[config.mk]
export PLATFORM = sky130hd
export DESIGN_NAME = load_store_unit
export DESIGN_NICKNAME = d
export VERILOG_FILES = /design/src/rtl/lsu_pkg.sv /design/src/rtl/load_align.sv /design/src/rtl/load_store_unit.sv
export SDC_FILE = /design/constraint.sdc
export NUM_CORES = 1
export LEC_CHECK = 0
export CORE_UTILIZATION = 45
export DETAILED_ROUTE_END_ITERATION = 16
export PLACE_DENSITY_LB_ADDON = 0.05
export SETUP_SLACK_MARGIN = 0.4
export SLEW_MARGIN = 30
export SYNTH_ARGS = -nofsm -noshare
export SYNTH_HDL_FRONTEND = slang
export SYNTH_SLANG_ARGS = --single-unit
[constraint.sdc]
create_clock -name clk -period 2.25 [get_ports clk]
set_clock_uncertainty 0.15 [all_clocks]
set_input_delay 0.675 -clock clk [delete_from_list [all_inputs] [get_ports clk]]
set_output_delay 0.675 -clock clk [all_outputs]
set_load 0.02 [all_outputs]
[src/rtl/lsu_pkg.sv]
// Shared definitions for the load/store unit: FSM encoding, funct3 codes,
// the default bus timeout and the access-size decode used by RTL sub-blocks.
package lsu_pkg;

    localparam int unsigned TIMEOUT_DEFAULT = 255;

    typedef logic [1:0] lsu_state_t;
    localparam lsu_state_t ST_IDLE = 2'd0;
    localparam lsu_state_t ST_REQ  = 2'd1;
    localparam lsu_state_t ST_WAIT = 2'd2;
    localparam lsu_state_t ST_DONE = 2'd3;

    localparam logic [2:0] F3_B  = 3'b000;
    localparam logic [2:0] F3_H  = 3'b001;
    localparam logic [2:0] F3_W  = 3'b010;
    localparam logic [2:0] F3_BU = 3'b100;
    localparam logic [2:0] F3_HU = 3'b101;

    typedef enum logic [1:0] {SZ_BYTE, SZ_HALF, SZ_WORD} acc_size_t;

    // Unused encodings (011, 110, 111) fall through to a word access.
    function automatic acc_size_t size_of(input logic [2:0] f3);
        case (f3[1:0])
            2'b00:   return SZ_BYTE;
            2'b01:   return SZ_HALF;
            default: return SZ_WORD;
        endcase
    endfunction

endpackage

[src/rtl/load_align.sv]
// Selects the addressed byte/halfword lane of a bus word and sign- or
// zero-extends it according to funct3.
module load_align
    import lsu_pkg::*;
(
    input  logic [31:0] word,
    input  logic [1:0]  offset,
    input  logic [2:0]  funct3,
    output logic [31:0] result
);

    logic [7:0]  lane_b;
    logic [15:0] lane_h;

    assign lane_b = word[{offset, 3'b000} +: 8];
    assign lane_h = offset[1] ? word[31:16] : word[15:0];

    // NOTE: every path assigns result, so no latch is inferred.
    always_comb begin
        case (size_of(funct3))
            SZ_BYTE: result = funct3[2] ? {24'b0, lane_b} : {{24{lane_b[7]}}, lane_b};
            SZ_HALF: result = funct3[2] ? {16'b0, lane_h} : {{16{lane_h[15]}}, lane_h};
            default: result = word;
        endcase
    end

endmodule

[src/rtl/load_store_unit.sv]
// Load/store unit: accepts one aligned access from decode, issues it on the
// data bus, waits (bounded by TIMEOUT) for load data and reports completion.
module load_store_unit
    import lsu_pkg::*;
#(
    parameter int unsigned TIMEOUT = TIMEOUT_DEFAULT
) (
    input  logic        clk,
    input  logic        reset,
    input  logic        memRead,
    input  logic        memWrite,
    input  logic [2:0]  funct3,
    input  logic [31:0] addr,
    input  logic [31:0] store_data,
    output logic [31:0] load_data,
    output logic        load_valid,
    output logic        stall,
    output logic        misaligned,
    output logic        bus_err,
    output logic        d_req_valid,
    input  logic        d_req_ready,
    output logic [31:0] d_req_addr,
    output logic        d_req_we,
    output logic [3:0]  d_req_be,
    output logic [31:0] d_req_wdata,
    input  logic        d_rsp_valid,
    input  logic [31:0] d_rsp_rdata
);

    localparam logic [7:0] LAST_WAIT = 8'(TIMEOUT - 1);

    lsu_state_t  state;
    logic [31:0] addr_q, sdata_q, load_q, aligned;
    logic [2:0]  funct3_q;
    logic        is_load_q, err_q;
    logic [7:0]  wait_cnt;
    logic        req, mis, accept, in_req;
    acc_size_t   size_in, size_q;
    logic [3:0]  be_c;
    logic [31:0] wdata_c;

    assign req     = memRead | memWrite;
    assign size_in = size_of(funct3);
    assign mis     = (size_in == SZ_HALF && addr[0]) ||
                     (size_in == SZ_WORD && addr[1:0] != 2'b00);
    assign accept  = (state == ST_IDLE) && req && !mis;
    assign in_req  = (state == ST_REQ);
    assign size_q  = size_of(funct3_q);

    always_comb begin
        be_c    = 4'b1111;
        wdata_c = sdata_q;
        case (size_q)
            SZ_BYTE: begin
                be_c    = 4'b0001 << addr_q[1:0];
                wdata_c = {4{sdata_q[7:0]}};
            end
            SZ_HALF: begin
                be_c    = 4'b0011 << addr_q[1:0];
                wdata_c = {2{sdata_q[15:0]}};
            end
            default: ;
        endcase
    end

    load_align u_align (
        .word   (d_rsp_rdata),
        .offset (addr_q[1:0]),
        .funct3 (funct3_q),
        .result (aligned)
    );

    assign d_req_valid = in_req;
    assign d_req_addr  = in_req ? {addr_q[31:2], 2'b00} : 32'b0;
    assign d_req_we    = in_req & ~is_load_q;
    assign d_req_be    = in_req ? be_c : 4'b0;
    assign d_req_wdata = in_req ? wdata_c : 32'b0;

    assign stall      = accept || in_req || (state == ST_WAIT);
    assign misaligned = (state == ST_IDLE) && req && mis;
    // A timed-out load still completes with load_valid, carrying zero data.
    assign load_valid = (state == ST_DONE) && is_load_q;
    assign bus_err    = (state == ST_DONE) && err_q;
    assign load_data  = load_q;

    // NOTE: sequential state uses non-blocking assignments so every register
    // samples pre-edge values regardless of statement order.
    always_ff @(posedge clk) begin
        if (reset) begin
            state     <= ST_IDLE;
            wait_cnt  <= '0;
            addr_q    <= '0;
            sdata_q   <= '0;
            funct3_q  <= '0;
            is_load_q <= 1'b0;
            err_q     <= 1'b0;
            load_q    <= '0;
        end else begin
            case (state)
                ST_IDLE: if (accept) begin
                    addr_q    <= addr;
                    sdata_q   <= store_data;
                    funct3_q  <= funct3;
                    is_load_q <= memRead;
                    err_q     <= 1'b0;
                    state     <= ST_REQ;
                end
                ST_REQ: if (d_req_ready) begin
                    wait_cnt <= '0;
                    state    <= is_load_q ? ST_WAIT : ST_DONE;
                end
                ST_WAIT: begin
                    if (d_rsp_valid) begin
                        load_q <= aligned;
                        state  <= ST_DONE;
                    end else if (wait_cnt == LAST_WAIT) begin
                        load_q <= '0;
                        err_q  <= 1'b1;
                        state  <= ST_DONE;
                    end else begin
                        wait_cnt <= wait_cnt + 8'd1;
                    end
                end
                default: state <= ST_IDLE;
            endcase
        end
    end

endmodule

; Word level (Yosys, flattened, before mapping)
; Index checks and enable logic that the tools add are counted.
[word_totals]
regBits = 111
input_bits = 105
output_inout_bits = 106
elab_cells = 81
[op_classes]
n_addsub = 1
eq_ne = 15
n_shift = 3
mux = 27
n_bitwise = 3
reduce_logical = 24
[ops]
columns = cell, n
row1 = $mux W32, 6
row2 = $pmux W32 S2, 2
row3 = $shiftx A32 B6 Y8, 1
row4 = $mux W8, 3
row5 = $mux W16, 1
row6 = $pmux W8 S2, 1
row7 = $eq A2 B1 Y1 const B, 5
row8 = $add A8 B1 Y8 const B, 1
row9 = $eq A8 B8 Y1 const B, 1
row10 = $logic_not A2 Y1, 4
row11 = $mux W2, 4
row12 = $ne A2 B2 Y1 const B, 4
row13 = $pmux W2 S2, 2
row14 = $pmux W4 S2, 1
row15 = $reduce_and A4 Y1, 2
row16 = $reduce_bool A2 Y1, 4
row17 = $logic_and A1 B1 Y1, 7
row18 = $eq A2 B2 Y1 const B, 3
row19 = $pmux W2 S3, 1
row20 = $mux W1, 4
row21 = $mux W4, 1
row22 = $reduce_and A2 Y1, 2
row23 = $shl A1 B2 Y4 const A, 1
row24 = $shl A2 B2 Y4 const A, 1
row25 = 9 further kinds, 11

; Logic depth before layout (Yosys ltp)
[depth]
ltp_word = 9
depth_mapped = 8
mapped_depth_nobuf = 6

; Hierarchy
; From an unflattened synthesis, not the netlist that was laid out.
[unflattened]
hier_cells = 695
hier_area_um2 = 5595.4
[modules_own_cells]
columns = module, instances, cells_each, area_each_um2
row1 = load_store_unit, 1, 598, 4889.7
row2 = load_align, 1, 97, 705.7

; Worst setup path before layout
; No wires, ideal clock.
[synth_timing]
kind = input to output
startpoint = input port funct3[0]
endpoint = output port stall
arrival_time_ns = 1.558
t_required_ns = 1.425
path_slack_ns = -0.133
stages = 4
n_path_buf = 1
cell_sequence = o21a_1 -> nor3b_2 -> buf_2 -> or3_1
[synth_between]
elab_chain_cells = 9
[synth_lines]
columns = item, line
row1 = start: declaration, load_store_unit.sv:12  ; input logic [2:0] funct3,
row2 = $eq A2 B1 Y1 / $logic_not A2 Y1 (equally long branches), lsu_pkg.sv:23  ; case (f3[1:0])
row3 = $pmux W2 S2 (*), lsu_pkg.sv:23
row4 = $eq A2 B1 Y1 / $eq A2 B2 Y1 (equally long branches), "load_store_unit.sv:44, load_store_unit.sv:45"
row5 = "$logic_and A1 B1 Y1, on equally long branches", "load_store_unit.sv:44, load_store_unit.sv:45"
row6 = $logic_or A1 B1 Y1 (*), load_store_unit.sv:44  ; assign mis = (size_in == SZ_HALF && addr[0]) ||
row7 = $logic_not A1 Y1 (*), load_store_unit.sv:46  ; assign accept = (state == ST_IDLE) && req && !mis;
row8 = $logic_and A1 B1 Y1 (*), load_store_unit.sv:46
row9 = $logic_or A1 B1 Y1 (*) (2 in a row), load_store_unit.sv:79  ; assign stall = accept || in_req || (state == ST_WAIT);
row10 = end: declaration, load_store_unit.sv:17  ; output logic stall,
; Every way passes the cells marked *; elsewhere a longest branch is shown, timed or not.

; Worst setup path in the final report
[layout_timing]
startpoint = input port memWrite
endpoint = output port stall
[layout_between]
elab_chain_cells = 5
[layout_lines]
columns = item, line
row1 = start: declaration, load_store_unit.sv:11  ; input logic memWrite,
row2 = $or A1 B1 Y1, load_store_unit.sv:42  ; assign req = memRead | memWrite;
row3 = $logic_and A1 B1 Y1 (2 in a row), load_store_unit.sv:46
row4 = $logic_or A1 B1 Y1 (2 in a row), load_store_unit.sv:79
; Every way passes these cells.

==> flow_metrics.tcl <==
set metrics [dict create \
    setup_violations 69 \
    cp_slowest_cell "or3_4" \
    syn_to_final_growth_pct 68.1 \
    start_util_pct 46.3 \
    gr-usage-met2_pct 51.7 \
    postCtsHoldBufs 0 \
    worst-path-buf-inv 2 \
    postPlaceCellArea_um2 8780 \
    min_period_ps 2400 \
    critical_path_class "in -> out" \
    core-area_um2 12000 \
    timing.slew.headroom_pct 51.7 \
    status "complete, but fails checks" \
    max_freq_mhz 417 \
    grt_pass1_vias 5981 \
    max_cap_violations 0 \
    die_area_um2 12800 \
    diodes 0 \
    crit_chain "clkdlybuf4s15_2 > o21ai_4 > nor3b_4 > or3_4 > buf_6" \
    via_per_inst 5.49 \
    cp_data_required_time_ps 1420 \
    final_cell_mix "163 x nand2_1, 106 x dfxtp_1, 92 x clkdlybuf4s50_1" \
    reg2reg_setup_slack_ps 140 \
    antenna_found_initial 0 \
    layout_commonest_cell "nand2_1" \
    row_count 40 \
    drtAntennaViolNets 0 \
    syn-cell-area_um2 5560 \
    place_congestion 0.876 \
    max_stage_delay_ps 330 \
    dieWidth_um 113 \
    setup.worst_path.start_class "primary input" \
    met1_usage_pct 35.7 \
    cts_htree_levels 3 \
    cts_tree "yes" \
    vias 5968 \
    dr.first_iter.drc_count 359 \
    drv_slew 0 \
    wl_per_cell_um 17.3 \
    fin_crit_sh_pct 107 \
    path_clk_slew_ps 70 \
    setup.worst_path.end_class "primary output" \
    layout.nets 1047 \
    synthFlopType "dfxtp_1" \
    wl_mm 18.8 \
    avgSynthCellArea_um2 8.06 \
    crit_family "simple AND/OR/NAND/NOR gates" \
    hold_ws_ps 299 \
    io_pins 211 \
    placed_cells 1063 \
    drc 0 \
    ys_ff_latch 111 \
    portBuffers 208 \
    regArea_um2 2230 \
    cts_inserted_buffers 9 \
    drive_gt1_share_pct 35.7 \
    grt_usage_pct 29.7 \
    firstDrtPassIters 4 \
    clk_path_buf_depth 2 \
    hold_path_class "reg -> reg" \
    violations "setup timing" \
    die_h_um 113 \
    synthArstFlopShare_pct 0 \
    worstPathArrival_ps 1580 \
    finalNonFillerCells 1087 \
    p_leak_nw 3.98 \
    synth_edf_count 0 \
    root_buffer "clkbuf_16" \
    overflow 0 \
    dp_hpwl_mm 13.4 \
    clkSinkCount 111 \
    vdd_drop_max_uv 1100 \
    powerDensity_nw_per_um2 821 \
    layout_setup_ws_ps -151 \
    rsz0062_at_grt "true" \
    grt_busiest_layer "met2" \
    insertion_delay_ps 360 \
    grt_pass1_wl_mm 29.9 \
    ys_seq_area_share_pct 40.0 \
    post-route-cell-area_um2 9350 \
    setup_tns_ps -4860 \
    multiInputGateArea_um2 3690 \
    hold_violations 0 \
    worst_pin_slew_ps 725 \
    fillers 843 \
    grt_max_degree 69 \
    path_max_fanout 2 \
    synth_warnings 0 \
    netlist_instances 690 \
    synthDistinctLibCells 51 \
    grt_use_met3_pct 7.12 \
]
==> worst paths after layout <==
kind,startpoint,to,cells after the start
min reg2reg,load_data[4],load_data[4],2
max reg2reg,state[0],sdata_q[12],7
max,memWrite,stall,5
min,load_data[4],load_data[4],2
==> state kept, by name, summed over array words and instances (netlist names) <==
register   flops
wait_cnt       8
load_data     32
sdata_q       32
addr_q        32
is_load_q      1
err_q          1
funct3_q       3
state          2
==> worst reg2reg max path, delay by kind of cell, from the launching register on <==
family | cells | cell delay, ps
buffers and inverters | 2 | 720
adders and majority gates | 1 | 190
DFF | 1 | 330
AOI/OAI and AO/OA | 2 | 260
and+or+nand+nor | 2 | 380
==> synthesized netlist by cell type (all sizes together) (3+ instances only) <==
master	n	share of area (%)
nand2	171	12
dfxtp	111	40
a21oi	97	8.7
and2	40	4.5
nor2	40	2.8
buf	32	3.4
o21ai	28	2.5
clkbuf	24	1.6
a221o	23	4.1
mux2i	18	3.3
inv	16	1.1
a22o	9	1.4
a221oi	8	2.0
mux4	8	3.2
o22ai	8	0.90
or3	8	0.90
ha	7	1.6
nand4	5	0.67
nand3	4	0.45
nand2b	3	0.34
nor2b	3	0.34
==> cell type report <==
cell class	instances	area share (%)
clock buffers	11	2.60
clock inverters	5	0.415
inverters	16	0.723
multi-input cells	510	39.4
flip-flops and latches	111	23.9
well taps	147	1.97
repair buffers	287	31.0
==> power breakdown <==
part           switching [mW]  internal (mW)  leakage, nW
logic                    1.94           1.75         2.94
registers               0.213           2.23        0.906
clock network           0.755          0.791        0.137
total                    2.91           4.77         3.98
==> metal layers <==
layer / share of wire (%) / wire (um)
met5: 0 / 0
met4: 2.3 / 442
met3: 7.0 / 1320
met2: 51 / 9520
met1: 40 / 7530
==> metrics by stage <==
| step | total power, mW | setup slack, ps | util [%] |
|---|---|---|---|
| detailed placement | 5.95 | -907 | 73.1 |
| global placement | 5.86 | -875 | 73.1 |
| global route | 8.07 | -191 | 77.8 |
| floorplan | 4.66 | -47.2 | - |
| finish | 7.68 | -151 | 77.8 |
| CTS | 7.60 | -193 | 76.9 |
==> repair_timing <==
action	in CTS	in global routing
gates cloned	2	0
pin swaps	8	8
buffers inserted	6	0
endpoints found under the hold margin	0	0
setup endpoints to repair	215	210
resized for setup	476	66
==> kinds of logic after synthesis <==
group	share of synthesized area [%]
AO/OA/AOI/OAI	21.5
adder cells (fa/ha/maj)	1.57
buffers and inverters	6.14
flip-flops	40.0
multiplexers	7.09
other	0.0674
AND/OR/NAND/NOR	23.7
(Power assumes the default switching activity.)
